--- src/rtl/writeback_queue_stage.sv ---
// Write-back stage: selects the result source and queues up to DEPTH register writes while suspended.
// Latency is 1 cycle (bypass when empty). Queued writes drain in order. mem_ready falls when full; a dropped write sets sticky wb_overflow.
// Optional macro WB_ZERO_REG_EN: discards writes to r0 and never forwards r0.
module writeback_queue_stage #(
  parameter int DATA_W = 16,
  parameter int RID_W  = 4,
  parameter int DEPTH  = 4,
  parameter int SEMA_W = 1
) (
  input  logic                     clk,
  input  logic                     rstn,
  input  logic                     suspend_cpu,
  input  logic                     mem_valid,
  input  logic [DATA_W-1:0]        mem_alu_result,
  input  logic [RID_W-1:0]         mem_rd_id,
  input  logic                     mem_reg_write,
  input  logic                     mem_mem_to_reg,
  input  logic                     mem_sema_read_performed,
  input  logic [SEMA_W-1:0]        mem_sema_writeback,
  input  logic [DATA_W-1:0]        dmem_data_memory_read_data,
  output logic                     mem_ready,
  input  logic [RID_W-1:0]         fwd_rs_id,
  output logic                     fwd_hit,
  output logic [DATA_W-1:0]        fwd_data,
  output logic [DATA_W-1:0]        wb_regfile_writeback,
  output logic [RID_W-1:0]         wb_rd_id,
  output logic                     wb_reg_write,
  output logic [$clog2(DEPTH):0]   wb_count,
  output logic                     wb_overflow
);

  localparam int PW = $clog2(DEPTH);
  localparam int CW = PW + 1;

  typedef struct packed {
    logic [RID_W-1:0]  rd;
    logic [DATA_W-1:0] dat;
  } wb_entry_t;

  wb_entry_t         ent_q [DEPTH];
  logic [PW-1:0]     head_q;
  logic [PW-1:0]     tail_q;
  logic [CW-1:0]     count_q;

  logic [DATA_W-1:0] src_dat;
  wb_entry_t         new_ent;
  logic              zero_rd;
  logic              want;
  logic              accept;
  logic              pop;
  logic              push;
  logic              queue_empty;
  logic [PW-1:0]     fwd_idx;

  always_comb begin
    src_dat = mem_alu_result;
    if (mem_mem_to_reg) begin
      src_dat = mem_sema_read_performed ? DATA_W'(mem_sema_writeback)
                                        : dmem_data_memory_read_data;
    end
  end

  assign new_ent = '{rd: mem_rd_id, dat: src_dat};

`ifdef WB_ZERO_REG_EN
  assign zero_rd = (mem_rd_id == '0);
`else
  assign zero_rd = 1'b0;
`endif

  assign queue_empty = (count_q == '0);
  assign mem_ready   = (count_q < CW'(DEPTH));
  assign want        = mem_valid & mem_reg_write & ~zero_rd;
  assign accept      = want & mem_ready;
  assign pop         = ~suspend_cpu & ~queue_empty;
  // When running with an empty queue the entry bypasses straight to the output registers.
  assign push        = accept & (suspend_cpu | ~queue_empty);
  assign wb_count    = count_q;

  always_ff @(posedge clk or negedge rstn) begin
    if (!rstn) begin
      for (int i = 0; i < DEPTH; i++) begin
        ent_q[i] <= '0;
      end
      head_q               <= '0;
      tail_q               <= '0;
      count_q              <= '0;
      wb_overflow          <= 1'b0;
      wb_reg_write         <= 1'b0;
      wb_rd_id             <= '0;
      wb_regfile_writeback <= '0;
    end else begin
      if (push) begin
        ent_q[tail_q] <= new_ent;
        tail_q        <= tail_q + 1'b1;
      end
      if (pop) begin
        head_q <= head_q + 1'b1;
      end
      if (push && !pop) begin
        count_q <= count_q + 1'b1;
      end else if (pop && !push) begin
        count_q <= count_q - 1'b1;
      end
      if (want && !mem_ready) begin
        wb_overflow <= 1'b1;
      end

      if (suspend_cpu) begin
        wb_reg_write         <= 1'b0;
        wb_rd_id             <= '0;
        wb_regfile_writeback <= '0;
      end else if (pop) begin
        wb_reg_write         <= 1'b1;
        wb_rd_id             <= ent_q[head_q].rd;
        wb_regfile_writeback <= ent_q[head_q].dat;
      end else if (accept) begin
        wb_reg_write         <= 1'b1;
        wb_rd_id             <= new_ent.rd;
        wb_regfile_writeback <= new_ent.dat;
      end else begin
        wb_reg_write         <= 1'b0;
        wb_rd_id             <= '0;
        wb_regfile_writeback <= '0;
      end
    end
  end

  // Scan oldest to youngest so the youngest match overwrites; the output register is older than any queued entry.
  always_comb begin
    fwd_hit  = 1'b0;
    fwd_data = '0;
    fwd_idx  = head_q;
    if (wb_reg_write && (wb_rd_id == fwd_rs_id)) begin
      fwd_hit  = 1'b1;
      fwd_data = wb_regfile_writeback;
    end
    for (int i = 0; i < DEPTH; i++) begin
      fwd_idx = head_q + PW'(i);
      if ((CW'(i) < count_q) && (ent_q[fwd_idx].rd == fwd_rs_id)) begin
        fwd_hit  = 1'b1;
        fwd_data = ent_q[fwd_idx].dat;
      end
    end
`ifdef WB_ZERO_REG_EN
    if (fwd_rs_id == '0) begin
      fwd_hit  = 1'b0;
      fwd_data = '0;
    end
`endif
  end

endmodule

--- config.mk ---
export PLATFORM = sky130hd
export DESIGN_NAME = writeback_queue_stage
export DESIGN_NICKNAME = d
export VERILOG_FILES = /design/src/rtl/writeback_queue_stage.sv
export SDC_FILE = /design/constraint.sdc
export NUM_CORES = 1
export LEC_CHECK = 0
export ABC_CLOCK_PERIOD_IN_PS = 3400
export CAP_MARGIN = 15
export CORE_MARGIN = 3
export CORE_UTILIZATION = 44
export CTS_CLUSTER_SIZE = 25
export DETAILED_ROUTE_END_ITERATION = 10
export PLACE_DENSITY_LB_ADDON = 0.2
export SLEW_MARGIN = 20
export SYNTH_ARGS = -nofsm -noshare
export SYNTH_HDL_FRONTEND = slang
export SYNTH_SLANG_ARGS = --single-unit
export TNS_END_PERCENT = 5
--- constraint.sdc ---
create_clock -name clk -period 3.4 [get_ports clk]
set_clock_uncertainty 0.05 [all_clocks]
set_input_delay 0.34 -clock clk [delete_from_list [all_inputs] [get_ports clk]]
set_output_delay 0.34 -clock clk [all_outputs]
set_load 0.02 [all_outputs]
Yosys cells after proc, flatten, opt, wreduce, memory -nomap -nowiden

Index checks and enable logic that the tools add are counted.

Memories: 0
Bits in read-only memories: 0
Flip-flop bits (word level): 109
Output and inout bits: 43
Latch bits: 0
Bits of input ports: 48
Memory bits (writable): 0
Logic and storage cells: 101

Bitwise logic cells: 12
Reductions and logical operators: 14
Add/subtract/negate cells: 6
Divide/modulo/power cells: 0
$mul: 0
Shift-type cells: 0
Magnitude comparators: 11
Eq/ne operators: 5
Muxes and demuxes: 38

Operators with widths:

| cell                                                                 | number |
|---|---|
| 20-bit two-way mux                                                   | 9 |
| 20-bit binary-select mux with 2-bit select                           | 4 |
| 16-bit two-way mux                                                   | 10 |
| 80-bit bitwise mux                                                   | 1 |
| 20-bit demux with 2-bit select                                       | 1 |
| 4-bit equality test                                                  | 5 |
| 3-bit >= comparator, second input constant                           | 5 |
| 2-bit inverter with 3-bit output                                     | 5 |
| 4-bit two-way mux                                                    | 3 |
| 1-bit logical AND                                                    | 9 |
| 1-bit two-way mux                                                    | 8 |
| 1-bit by 3-bit < comparator with 1-bit output, first input constant  | 2 |
| 2-bit by 3-bit < comparator with 1-bit output, first input constant  | 2 |
| 3-bit two-way mux                                                    | 2 |
| 2-bit by 1-bit adder with 2-bit output, second input constant        | 2 |
| 2-bit adder, second input constant                                   | 2 |
| 1-bit bitwise AND                                                    | 4 |
| 3-bit by 1-bit adder with 3-bit output, second input constant        | 1 |
| 1-bit zero test                                                      | 3 |
| 3-bit zero test                                                      | 1 |
| 3-bit by 1-bit < comparator with 1-bit output, second input constant | 1 |
| 3-bit < comparator, second input constant                            | 1 |
| 3-bit by 1-bit subtractor with 3-bit output, second input constant   | 1 |
| 1-bit inverter                                                       | 2 |
| other kinds (2)                                                      | 2 |

Depth between registers and ports, before layout

Depth in word-level cells: 10
Gate-level depth with buffers: 10
Depth with buffers taken out: 9

Worst setup path after synthesis

Ideal clock, no wire load.

Path kind: flip-flop to output port
Start: register head_q[0]
End: output port fwd_data[10]
Required time: 3.010 ns
Buffers on the path: 3
Path slack: 0.582 ns
Arrival: 2.428 ns
Cell stages (with the launch flop): 10
Cell sequence: dfrtp_1 buf_6 buf_4 mux2i_1 xnor2_1 nor3b_1 a2bb2oi_2 buf_2 mux2_2 o22ai_1

Longest elaborated chain between the ends: 10
Elaborated cells between the ends (all ways): 31
Classes of those cells: 3 x add/sub; 4 x eq/ne; 16 x mux; 4 x bitwise; 4 x reduce/logical

RTL lines:

| what                                                                                                                 | RTL line      | RTL |
|---|---|---|
| start: declaration                                                                                                   | 41            | `logic [PW-1:0] head_q;` |
| start signal: assignment                                                                                             | 98            | `head_q <= head_q + 1'b1;` |
| 2-bit by 1-bit adder with 2-bit output or 2-bit inverter with 3-bit output (tied branches)                           | 139, 140, 142 |  |
| 2-bit inverter with 3-bit output (implied by the code) or 20-bit binary-select mux with 2-bit select (tied branches) | 140, 142      |  |
| 20-bit binary-select mux with 2-bit select or 20-bit two-way mux (tied branches)                                     | 140, 142      |  |
| 20-bit two-way mux (implied by the code)                                                                             | 142           | `fwd_data = ent_q[fwd_idx].dat;` |
| 20-bit two-way mux (implied by the code) or 4-bit equality test (tied branches)                                      | 142, 140      |  |
| 4-bit equality test or 1-bit logical AND (tied branches)                                                             | 140           | `if ((CW'(i) < count_q) && (ent_q[fwd_idx].rd == fwd_rs_id)) begin` |
| 1-bit logical AND or 16-bit two-way mux (tied branches)                                                              | 140           |  |
| 16-bit two-way mux (2 in series)                                                                                     | 140           |  |
| 16-bit two-way mux *                                                                                                 | 140           |  |
| end: declaration                                                                                                     | 24            | `output logic [DATA_W-1:0] fwd_data,` |

Mark *: on every way between the ends. The rest lies on a longest branch, timed or not. The select of a mux whose other input is x is not followed.

Worst setup path after layout

Start: register head_q[0]
End: output port fwd_data[12]

The elaborated chain is that of the path after synthesis.

==> out/metrics.yaml <==
yosys:
  avgSynthCellArea_um2: 9.10
  synth_area_um2: 7050
  synth_area_leaders: "dfrtp_1, mux2_2, a21oi_1"
  synth.distinct_cells: 43
  synth_top_area_share: 0.387
  syn_nets: 830
  yosysWarnings: 0
  ys_ff_latch: 109
  synth_seq_area_share: 0.387
  synthCells: 774
  synth.largest_area_cell: "dfrtp_1"
timing:
  setup_viol: 0
  drv_slew: 0
  finalCriticalPeriod_ns: 3.36
  whs_ns: 0.0296
  tightest_slew_ns: 0.878
  rsz0062_at_grt: "true"
  hold_viol: 0
  period_share: 0.987
  fmax_mhz: 298
  relSlewSlack: 0.410
  setup_tns_ns: 0
floorplanning:
  dieWidth_um: 133
  num_rows: 45
  die-height_um: 133
  coreArea_um2: 15400
  pin_count: 91
  initial_core_util: 0.457
  die_area_um2: 17600
layout:
  nFillCells: 1388
  final_cell_mix: "nor2_1, a21oi_1, dfrtp_1"
  drive_gt1_frac: 0.193
  final_common_cell: "nor2_1"
  area_delta_synth_final_pct: 22.1
  final_nets: 897
  diodes: 0
route:
  drt_first_pass_iters: 5
  drt_iter0_markers: 529
  viasPerCell: 5.76
  num_vias: 6084
  routedWlPerCell_um: 19.0
  drcViolationCount: 0
  wirelength_um: 20100
  detail-route-antenna-nets: 0
clocking:
  cts.sinks: 109
  cts_htree_levels: 3
  clk_path_buf_depth: 2
  clkLatencyLatePin_ns: 0.36
  cts_tree: "built"
  cts_hold_buffers: 0
  cts-root-buf: "clkbuf_16"
  cts_buffers: 9
  path_clk_slew_ns: 0.08
place:
  place.gp.congestion: 0.925
  hpwl_um: 14100
  io_buffers: 90
flow_run:
  maxCapViolations: 0
critical_path:
  required_ns: 3.01
  startpoint_type: "flip-flop"
  slowest_delay_ns: 0.50
  crit_type: "flip-flop to primary output"
  worstPathMaxFanout: 16
  reg2regPathDepth: 6
  reg2reg_from: "wb_count[1]$_DFFE_PN0P_"
  cp_cell_sequence: "buf_12, mux4_2, xnor2_1, o2111ai_2, nor2_2, buf_12, a311oi_2, o22ai_1, dlygate4sd2_1"
  rr_endpoint: "ent_q[79]$_DFFE_PN0P_"
  startpoint: "head_q[0]$_DFFE_PN0P_"
  cp_slowest_cell: "dfrtp_4"
  critPathArrivalTime_ns: 2.97
  cp-end-kind: "primary output"
  r2r_setup_slack_ns: 0.54
  cp_common_cell: "buf_12"
global_routing:
  grt_overflow: 0
  grt_pass1_wl_um: 32600
  grt_start_max_net_pins: 91
  grt_pass1_vias: 6004
  grt_antenna_before_repair: 0
  grt_usage: 0.234
outcome:
  status: "complete, no violations"
power_and_ir_drop:
  p_total_mw: 9.19
  powerDensity_nw_per_um2: 1070
  cellLeakagePower_nw: 3.49
  ir_worst_vdd_uv: 418
hold_path:
  hold_path_class: "input port to async pin"
## routing by layer
metal | vias up | share of wire | GRT usage
li1 | 2891 | - | -
met1 | 2967 | 0.47 | 0.327
met2 | 203 | 0.45 | 0.364
met3 | 23 | 0.059 | 0.0479
met4 | 0 | 0.016 | 0.0826
met5 | - | 0 | 0
## logic make-up (layout without fill, tap and decap cells)
logic type / after synthesis / in the layout / synth area share
muxes: 121 / 121 / 0.197
DFF: 109 / 109 / 0.387
AOI/OAI and AO/OA: 221 / 221 / 0.191
xor gates and xnor gates: 27 / 27 / 0.0336
adders and majority gates: 8 / 8 / 0.0142
and+or+nand+nor: 214 / 214 / 0.130
buffers and inverters: 74 / 146 / 0.0471
## layout make-up
class,count,area [um^2],share of cell area
repair buffers,121,1230,0.143
well taps,211,264,0.0307
multi-input cells,591,4030,0.468
clock buffers,11,233,0.0271
flip-flops and latches,109,2740,0.318
inverters,9,33.8,0.00393
clock inverters,5,82.6,0.00960
## what timing repair did
action,4_1_cts,5_1_grt
gates resized for setup,20,35
setup buffers,2,0
setup endpoints to repair,17,17
## report_power, final
part | internal [mW] | total, mW | switching, mW
Sequential | 1.93 | 2.54 | 0.610
Clock | 0.650 | 1.16 | 0.505
Combinational | 2.48 | 5.49 | 3.01
## worst max path at each step
stage | to | slack, ns | cells after the start
3_3_place_gp | fwd_data[11] | -0.07 | 8
3_5_place_dp | fwd_data[11] | -0.1 | 8
5_1_grt | fwd_data[3] | -0.07 | 9
2_1_floorplan | fwd_data[10] | 0.58 | 9
6_report | fwd_data[12] | 0.04 | 9
4_1_cts | fwd_data[1] | 0.01 | 9
## critical path: cells and delay by family (launching register included)
family	cells	cell delay [ns]
AO/OA/AOI/OAI	3	0.47
AND/OR/NAND/NOR	1	0.18
XOR/XNOR	1	0.24
buffers and inverters	3	0.71
flip-flops	1	0.50
multiplexers	1	0.50
## synthesized netlist by cell type, drive strengths merged
cell and n:
a21oi 108, a311oi 16, o21bai 1, mux4 7, inv 9, a21o 1
dfrtp 109, a211oi 16, ha 8, o21ai 40, nor2b 19, nand4b 1
nor4 1, a2bb2oi 1, or3 1, mux2 69, o22ai 34, nor2 112
and4b 1, nor3b 1, xnor2 19, xor2 8, o22a 1, buf 27
nand2 64, o2111ai 1, or3b 1, or4 1, nand3 2, and2 4
a211o 1, nor3 3, o211ai 1, mux2i 45, nand4 2, clkbuf 38
or2 1
## flip-flops by register name (all words and copies together) (netlist names)
register and cells:
ent_q 80, head_q 2, tail_q 2, wb_count 3, wb_overflow 1, wb_rd_id 4
wb_reg_write 1, wb_regfile_writeback 16
## metrics by stage
step / area (um^2) / std cells / utilization / worst slack, ns
2_1_floorplan: 7050 / 774 / - / 0.582
3_3_place_gp: 8270 / 1039 / 0.536 / -0.0678
3_5_place_dp: 8270 / 1039 / 0.536 / -0.0971
4_1_cts: 8600 / 1057 / 0.558 / 0.0105
5_1_grt: 8600 / 1057 / 0.558 / -0.0740
6_report: 8600 / 1057 / 0.558 / 0.0440
Power figures use the tool's default switching activity.
